`src/rtl/odejmowanie_seq.sv`:
```
// Chunk-serial unsigned subtractor: CHUNK bits per clock, LSB chunk first, borrow rippled between cycles.
// Optional signed-overflow output enabled by defining ODEJMOWANIE_OVERFLOW_EN.
module odejmowanie_seq #(
    parameter int WIDTH = 32,
    parameter int CHUNK = 8
) (
    input  logic             i_clk,
    input  logic             i_rst,
    input  logic             i_start,
    input  logic [WIDTH-1:0] i_argA,
    input  logic [WIDTH-1:0] i_argB,
    output logic             o_busy,
    output logic             o_done,
    output logic [WIDTH-1:0] o_result,
    output logic             o_borrow
`ifdef ODEJMOWANIE_OVERFLOW_EN
   ,output logic             o_overflow
`endif
);

    localparam int N     = WIDTH / CHUNK;
    localparam int CNT_W = (N > 1) ? $clog2(N) : 1;

    if ((WIDTH % CHUNK) != 0 || CHUNK < 1) begin : g_bad_params
        $error("odejmowanie_seq: WIDTH must be a positive multiple of CHUNK");
    end

    typedef enum logic [1:0] {
        IDLE = 2'd0,
        CALC = 2'd1,
        DONE = 2'd2
    } state_t;

    state_t             state;
    logic [CNT_W-1:0]   cnt;
    logic               borrow;
    logic [WIDTH-1:0]   a_reg;
    logic [WIDTH-1:0]   b_reg;
    logic [WIDTH-1:0]   acc;
    logic [WIDTH-1:0]   acc_next;
    logic [CHUNK:0]     chunk_diff;
    logic               last_chunk;

    // One extra bit on the chunk difference carries the borrow out.
    always_comb begin
        chunk_diff = {1'b0, a_reg[int'(cnt)*CHUNK +: CHUNK]}
                   - {1'b0, b_reg[int'(cnt)*CHUNK +: CHUNK]}
                   - {{CHUNK{1'b0}}, borrow};
    end

    always_comb begin
        acc_next = acc;
        acc_next[int'(cnt)*CHUNK +: CHUNK] = chunk_diff[CHUNK-1:0];
    end

    assign last_chunk = (cnt == CNT_W'(N - 1));

    always_ff @(posedge i_clk) begin
        if (i_rst) begin
            state    <= IDLE;
            cnt      <= '0;
            borrow   <= 1'b0;
            a_reg    <= '0;
            b_reg    <= '0;
            acc      <= '0;
            o_busy   <= 1'b0;
            o_done   <= 1'b0;
            o_result <= '0;
            o_borrow <= 1'b0;
`ifdef ODEJMOWANIE_OVERFLOW_EN
            o_overflow <= 1'b0;
`endif
        end else begin
            case (state)
                IDLE, DONE: begin
                    o_done <= 1'b0;
                    if (i_start) begin
                        a_reg  <= i_argA;
                        b_reg  <= i_argB;
                        cnt    <= '0;
                        borrow <= 1'b0;
                        o_busy <= 1'b1;
                        state  <= CALC;
                    end else begin
                        state  <= IDLE;
                    end
                end
                CALC: begin
                    borrow <= chunk_diff[CHUNK];
                    acc    <= acc_next;
                    if (last_chunk) begin
                        cnt      <= '0;
                        o_busy   <= 1'b0;
                        o_done   <= 1'b1;
                        o_result <= acc_next;
                        o_borrow <= chunk_diff[CHUNK];
`ifdef ODEJMOWANIE_OVERFLOW_EN
                        o_overflow <= (a_reg[WIDTH-1] != b_reg[WIDTH-1])
                                   && (acc_next[WIDTH-1] != a_reg[WIDTH-1]);
`endif
                        state    <= DONE;
                    end else begin
                        cnt <= cnt + CNT_W'(1);
                    end
                end
                default: begin
                    o_busy <= 1'b0;
                    o_done <= 1'b0;
                    state  <= IDLE;
                end
            endcase
        end
    end

endmodule

```
`config.mk`:
```
export PLATFORM = sky130hd
export DESIGN_NAME = odejmowanie_seq
export DESIGN_NICKNAME = d
export VERILOG_FILES = /design/src/rtl/odejmowanie_seq.sv
export SDC_FILE = /design/constraint.sdc
export NUM_CORES = 1
export LEC_CHECK = 0
export ABC_CLOCK_PERIOD_IN_PS = 5500
export CORE_ASPECT_RATIO = 1.2
export CORE_UTILIZATION = 57
export CTS_CLUSTER_DIAMETER = 30
export CTS_CLUSTER_SIZE = 20
export DETAILED_ROUTE_END_ITERATION = 8
export PLACE_DENSITY_LB_ADDON = 0.05
export SLEW_MARGIN = 10
export SYNTH_ARGS = -nofsm -noshare
export SYNTH_HDL_FRONTEND = slang
export SYNTH_SLANG_ARGS = --single-unit
```
`constraint.sdc`:
```
create_clock -name i_clk -period 5.5 [get_ports i_clk]
set_input_delay 1.375 -clock i_clk [delete_from_list [all_inputs] [get_ports i_clk]]
set_output_delay 1.375 -clock i_clk [all_outputs]
set_load 0.02 [all_outputs]
```
Word level (Yosys, flattened, before mapping). Index checks and enable logic that the tools add are counted.

Register bits after elaboration: 136. Bits of input ports: 67. Output and inout bits: 35. Logic and storage cells: 44.

Add/sub/neg operators: 4. Eq/ne operators: 5. Shift operators: 4. Mux-type cells: 12. Bitwise gates (word level): 1. Reductions and logical operators: 8.

Operators by type and width (count): $shiftx A32 B6 Y8 (2); $neg A5 Y33 (1); $shift A8 B33 Y32 const A (1); $shiftx A8 B33 Y32 (1); $bwmux W32 (1); $sub A8 B8 Y9 (1); $sub A9 B1 Y9 (1); $pmux W2 S2 (2); $reduce_and A2 Y1 (4); $mux W2 (3); $eq A2 B2 Y1 const B (2); $mux W1 (4); $ne A2 B2 Y1 const B (2); $pmux W1 S2 (2); $reduce_or A2 Y1 (2); $add A2 B1 Y2 const B (1); $eq A2 B1 Y1 const B (1); $logic_not A2 Y1 (1); $reduce_bool A2 Y1 (1); $not A1 Y1 (1).

Longest topological paths before layout.
Depth after elaboration: 5. Depth in mapped cells: 12. Gate-level depth less buffers: 10.

Worst setup path before layout. OpenSTA, ideal clock, no wires.

Kind: flip-flop to flip-flop. Start: register cnt[0]. End: register acc[14]. Setup time: 0.136 ns. Data arrival time: 3.379 ns. Data required time: 5.364 ns. Path slack: 1.985 ns. Cell stages (with the launch flop): 11. Path buffers: 2. Clock period less this slack: 3.515 ns. Cells stage by stage: dfxtp_1 -> buf_2 -> buf_2 -> mux4_2 -> fa_1 -> fa_1 -> nand2b_1 -> a21bo_2 -> a21oi_1 -> xor2_1 -> o21ai_0.

Cells in the longest elaborated chain, start to end: 5. Elaborated cells between the ends (all ways): 8. Those cells by class: add/sub: 3; shift: 4; mux: 1.

RTL lines: start, declared (line 35) `logic [CNT_W-1:0] cnt;`; start signal, assigned (line 103) `cnt <= cnt + CNT_W'(1);`; $shiftx A32 B6 Y8 (on tied branches) (line 46, 47); $sub A8 B8 Y9 (line 47) `- {1'b0, b_reg[int'(cnt)*CHUNK +: CHUNK]}`; $sub A9 B1 Y9 (line 48) `- {{CHUNK{1'b0}}, borrow};`; $shiftx A8 B33 Y32 (line 53) `acc_next[int'(cnt)*CHUNK +: CHUNK] = chunk_diff[CHUNK-1:0];`; $bwmux W32 * (line 53); end signal, assigned (line 90) `acc <= acc_next;`; end, declared (line 39) `logic [WIDTH-1:0] acc;`.

Every way passes the cells marked *; elsewhere a longest branch is shown, timed or not. A chain may end at the register's enable or synchronous reset.

Final worst setup path.
Start: register cnt[0]. End: register acc[6].

The elaborated chain is that of the path after synthesis.

==> out/results.md <==
| Metric | Reported | Unit |
|:---|:---|:---|
| Run status | completed | - |
| Type of element capturing the critical path | flop | - |
| Initial antenna violation count | 0 | - |
| Max-slew violation count | 0 | - |
| Starting DRT DRC Count | 279 | - |
| Most area-consuming cells after synthesis | sky130_fd_sc_hd__dfxtp_1 46%, sky130_fd_sc_hd__nand2_1 9.8%, sky130_fd_sc_hd__a21oi_1 7.6% | - |
| Post-Synthesis Cell Area | 5960 | um2 |
| Switching power share of the total | 0.267 | - |
| Final critical-path required period | 3.96 | ns |
| Antenna diode instance count | 0 | - |
| GRT Total Usage | 0.280 | - |
| Vias per std cell | 5.75 | - |
| Predominant post-synthesis flop cell | sky130_fd_sc_hd__dfxtp_1 | - |
| Mean cell area of the mapped netlist | 8.50 | um2 |
| Util after Layout | 0.759 | - |
| Pin count of the biggest net entering global routing | 70 | - |
| Max-cap check violation count | 0 | - |
| Share of async-settable or async-resettable flops after synthesis | 0 | - |
| Biggest area consumer among synthesized cells | sky130_fd_sc_hd__dfxtp_1 | - |
| Power density of the placed cells | 358 | nW/um2 |
| Count of flip-flops with a built-in enable after synthesis | 0 | - |
| Total of warnings raised by yosys | 0 | - |
| Layout cells sized above 1 | 0.0830 | - |
| Total number of vias | 5294 | - |
| Grt ovf | 0 | - |
| Post-CTS Hold Buffers | 0 | - |
| Worst endpoint data arrival time | 4.23 | ns |
| Combinational fraction of design power | 0.158 | - |
| Number of levels the H-tree was split into | 4 | - |
| Setup Total Neg Slack | 0 | ns |
| Overall routed net length | 14400 | um |
| Wirelength per Cell | 15.7 | um |
| Via count of the first global-routing pass | 4882 | - |
| DRC violations left | 0 | - |
| Highest achievable clock rate | 253 | MHz |
| Placement row count | 40 | - |
| Clk slew on worst S/H paths | 0.06 | ns |
| Top Ports | 102 | - |
| Number of gates given a new drive strength after cts | 0 | - |
| Clock buffers created by TritonCTS | 17 | - |
| Post-route worst setup slack | 1.54 | ns |
| Number of sinks on the clock net | 136 | - |
| Top-area cell type share of the netlist area | 0.457 | - |
| Max_slew headroom | 0.316 | - |
| DP Wirelength | 9660 | um |
| Area added between synthesis and finish | 28.7 | % |
| Part of the cycle the worst path needs | 0.720 | - |
| Clock insertion delay at the later pin of the skew report | 0.42 | ns |
| Worst clock skew | 0.00914 | ns |
| Post CTS Setup Buffer Count | 0 | - |
| Master cell of the clock root buffer | sky130_fd_sc_hd__clkbuf_16 | - |
| Width of the die | 95.3 | um |
| Slew @ Worst Pin | 1.03 | ns |
| Worst flop-to-flop path startpoint | cnt[0] | - |
| Share of total power in the clock network | 0.456 | - |
| Core Region | 10100 | um2 |
| Number of standard cells after synthesis | 701 | - |
| Proportion of synthesized chip area in sequential cells | 0.457 | - |
| Switching power | 734 | uW |
| Pre-CTS WS | 1.54 | ns |
| Critical setup path kind | flop to flop | - |
| Source of the critical timing path | cnt[0] | - |
| Total number of nets in the final design | 869 | - |
| Setup slack of the most critical reg-to-reg path | 1.54 | ns |
| RSZ-0062 raised after global routing | no | - |
| Vert. Die Dim | 114 | um |
| Die ar. | 10900 | um2 |
| CTS tree | done | - |
| Length of the first detailed-routing pass in iterations | 5 | - |
| Data required time of the critical path | 5.77 | ns |
| Portion of total power attributed to sequential cells | 0.386 | - |
| Internal power summed over all cells | 2.01 | mW |
| Count of state elements after synthesis | 136 | - |
| Endpoint of the worst-slack reg-to-reg timing path | acc[6] | - |
| Worst vdd ir | 0.000230 | V |
| Kind of start point of the critical path | flop | - |
| Number of distinct standard cells referenced by the synthesized netlist | 50 | - |
| Syn Nets | 788 | - |
| Min-delay worst type | flop to flop | - |
| Remaining antenna violation count after routing | 0 | - |
| Reg2Reg Depth | 10 | - |
| Initial standard-cell utilization of the core | 0.589 | - |
| Setup violation total in the final timing report | 0 | - |
| Sum of internal, switching and leakage power | 2.75 | mW |
| Maximum count of clock buffers along a single path | 2 | - |
| Final design area excluding fillers | 7670 | um2 |
| Final weighted congestion in routability-driven placement | 0.806 | - |
| Wire length of the first global-routing pass | 23400 | um |
| Count of input and output buffers | 101 | - |
| Hold Violations, Final | 0 | - |
| Leakage component of the power | 2.82 | nW |
| CP Capture Point | acc[6] | - |
| Post-Place Cell Area | 7020 | um2 |
| Largest driver fanout on the critical path | 17 | - |
==> worst min-delay path by stage <==
stage,startpoint,end,slack [ns],cells after the start
2_1_floorplan,acc[13],acc[13],0.42,2
3_3_place_gp,acc[13],acc[13],0.43,2
3_5_place_dp,b_reg[17],b_reg[17],0.44,2
4_1_cts,b_reg[17],b_reg[17],0.45,2
5_1_grt,b_reg[17],b_reg[17],0.46,2
6_report,b_reg[17],b_reg[17],0.45,2
==> per-layer routing <==
layer  track usage  vias to the layer above  share of wire
met5             0                        -              0
met1         0.346                     2488           0.42
li1              -                     2600              -
met3        0.0573                       25          0.050
met2         0.472                      181           0.51
met4         0.112                        0          0.021
==> kinds of logic after synthesis <==
family	after synthesis	synth area share
adders and majority gates	20	0.0445
muxes	17	0.0621
AOI/OAI and AO/OA	188	0.195
and+or+nand+nor	262	0.185
DFF	136	0.457
xor gates and xnor gates	5	0.00861
buffers and inverters	73	0.0477
==> critical path: stages (launching register included) <==
cell and delay [ns]:
sky130_fd_sc_hd__dfxtp_1 0.89, sky130_fd_sc_hd__buf_4 0.34, sky130_fd_sc_hd__mux4_2 0.52, sky130_fd_sc_hd__ha_1 0.29
sky130_fd_sc_hd__inv_1 0.04, sky130_fd_sc_hd__ha_1 0.35, sky130_fd_sc_hd__and2_1 0.20, sky130_fd_sc_hd__a21bo_2 0.23
sky130_fd_sc_hd__a21oi_1 0.19, sky130_fd_sc_hd__xor2_1 0.57, sky130_fd_sc_hd__o21ai_0 0.19
==> stage by stage <==
| stage | cells | hold WS (ns) |
|---|---|---|
| global placement | 889 | 0.430 |
| global route | 921 | 0.463 |
| CTS | 921 | 0.451 |
| finish | 921 | 0.448 |
| floorplan | 701 | 0.417 |
| detailed placement | 889 | 0.443 |
==> power by group through the flow <==
| stage | registers (mW) | clock network (mW) | logic, mW |
|---|---|---|---|
| after floorplan | 1.07 | 0 | 0.290 |
| after global placement | 1.08 | 0 | 0.411 |
| after detailed placement | 1.08 | 0 | 0.425 |
| after CTS | 1.06 | 1.26 | 0.430 |
| after global routing | 1.07 | 1.30 | 0.474 |
| final | 1.06 | 1.25 | 0.435 |
==> final cells by class <==
class                   instances  area (um2)
multi-input cells             492        2970
flip-flops and latches        136        2720
repair buffers                110        1080
inverters                      25        93.8
clock buffers                  18         429
clock inverters                14         219
well taps                     126         158
fillers                       726        2440
==> layout by cell type (no fill, tap or decap), drive strengths merged, types with 7 or more instances in the layout <==
cell	count
nand2	156
dfxtp	136
clkdlybuf4s50	100
a21oi	92
nor2	61
a211oi	25
inv	25
o21ai	21
ha	18
clkbuf	18
mux4	16
nor3	15
a22oi	12
buf	10
a221oi	8
clkinv	7
==> Yosys cell counts, types with 3 or more instances <==
master and number:
sky130_fd_sc_hd__a211o_1 4, sky130_fd_sc_hd__a211oi_1 25, sky130_fd_sc_hd__a21o_1 4, sky130_fd_sc_hd__a21oi_1 91, sky130_fd_sc_hd__a221oi_1 7, sky130_fd_sc_hd__a22oi_1 12, sky130_fd_sc_hd__a31oi_1 5, sky130_fd_sc_hd__a32oi_1 4
sky130_fd_sc_hd__and2_1 3, sky130_fd_sc_hd__and3_1 4, sky130_fd_sc_hd__buf_1 18, sky130_fd_sc_hd__buf_2 8, sky130_fd_sc_hd__clkbuf_1 22, sky130_fd_sc_hd__clkinv_1 4, sky130_fd_sc_hd__dfxtp_1 136, sky130_fd_sc_hd__ha_1 18
sky130_fd_sc_hd__inv_1 21, sky130_fd_sc_hd__mux4_2 16, sky130_fd_sc_hd__nand2_1 156, sky130_fd_sc_hd__nand2b_1 6, sky130_fd_sc_hd__nand3_1 3, sky130_fd_sc_hd__nor2_1 61, sky130_fd_sc_hd__nor3_1 15, sky130_fd_sc_hd__o21ai_0 17
sky130_fd_sc_hd__o21ai_1 4, sky130_fd_sc_hd__or3b_1 4
Power figures use the tool's default switching activity.
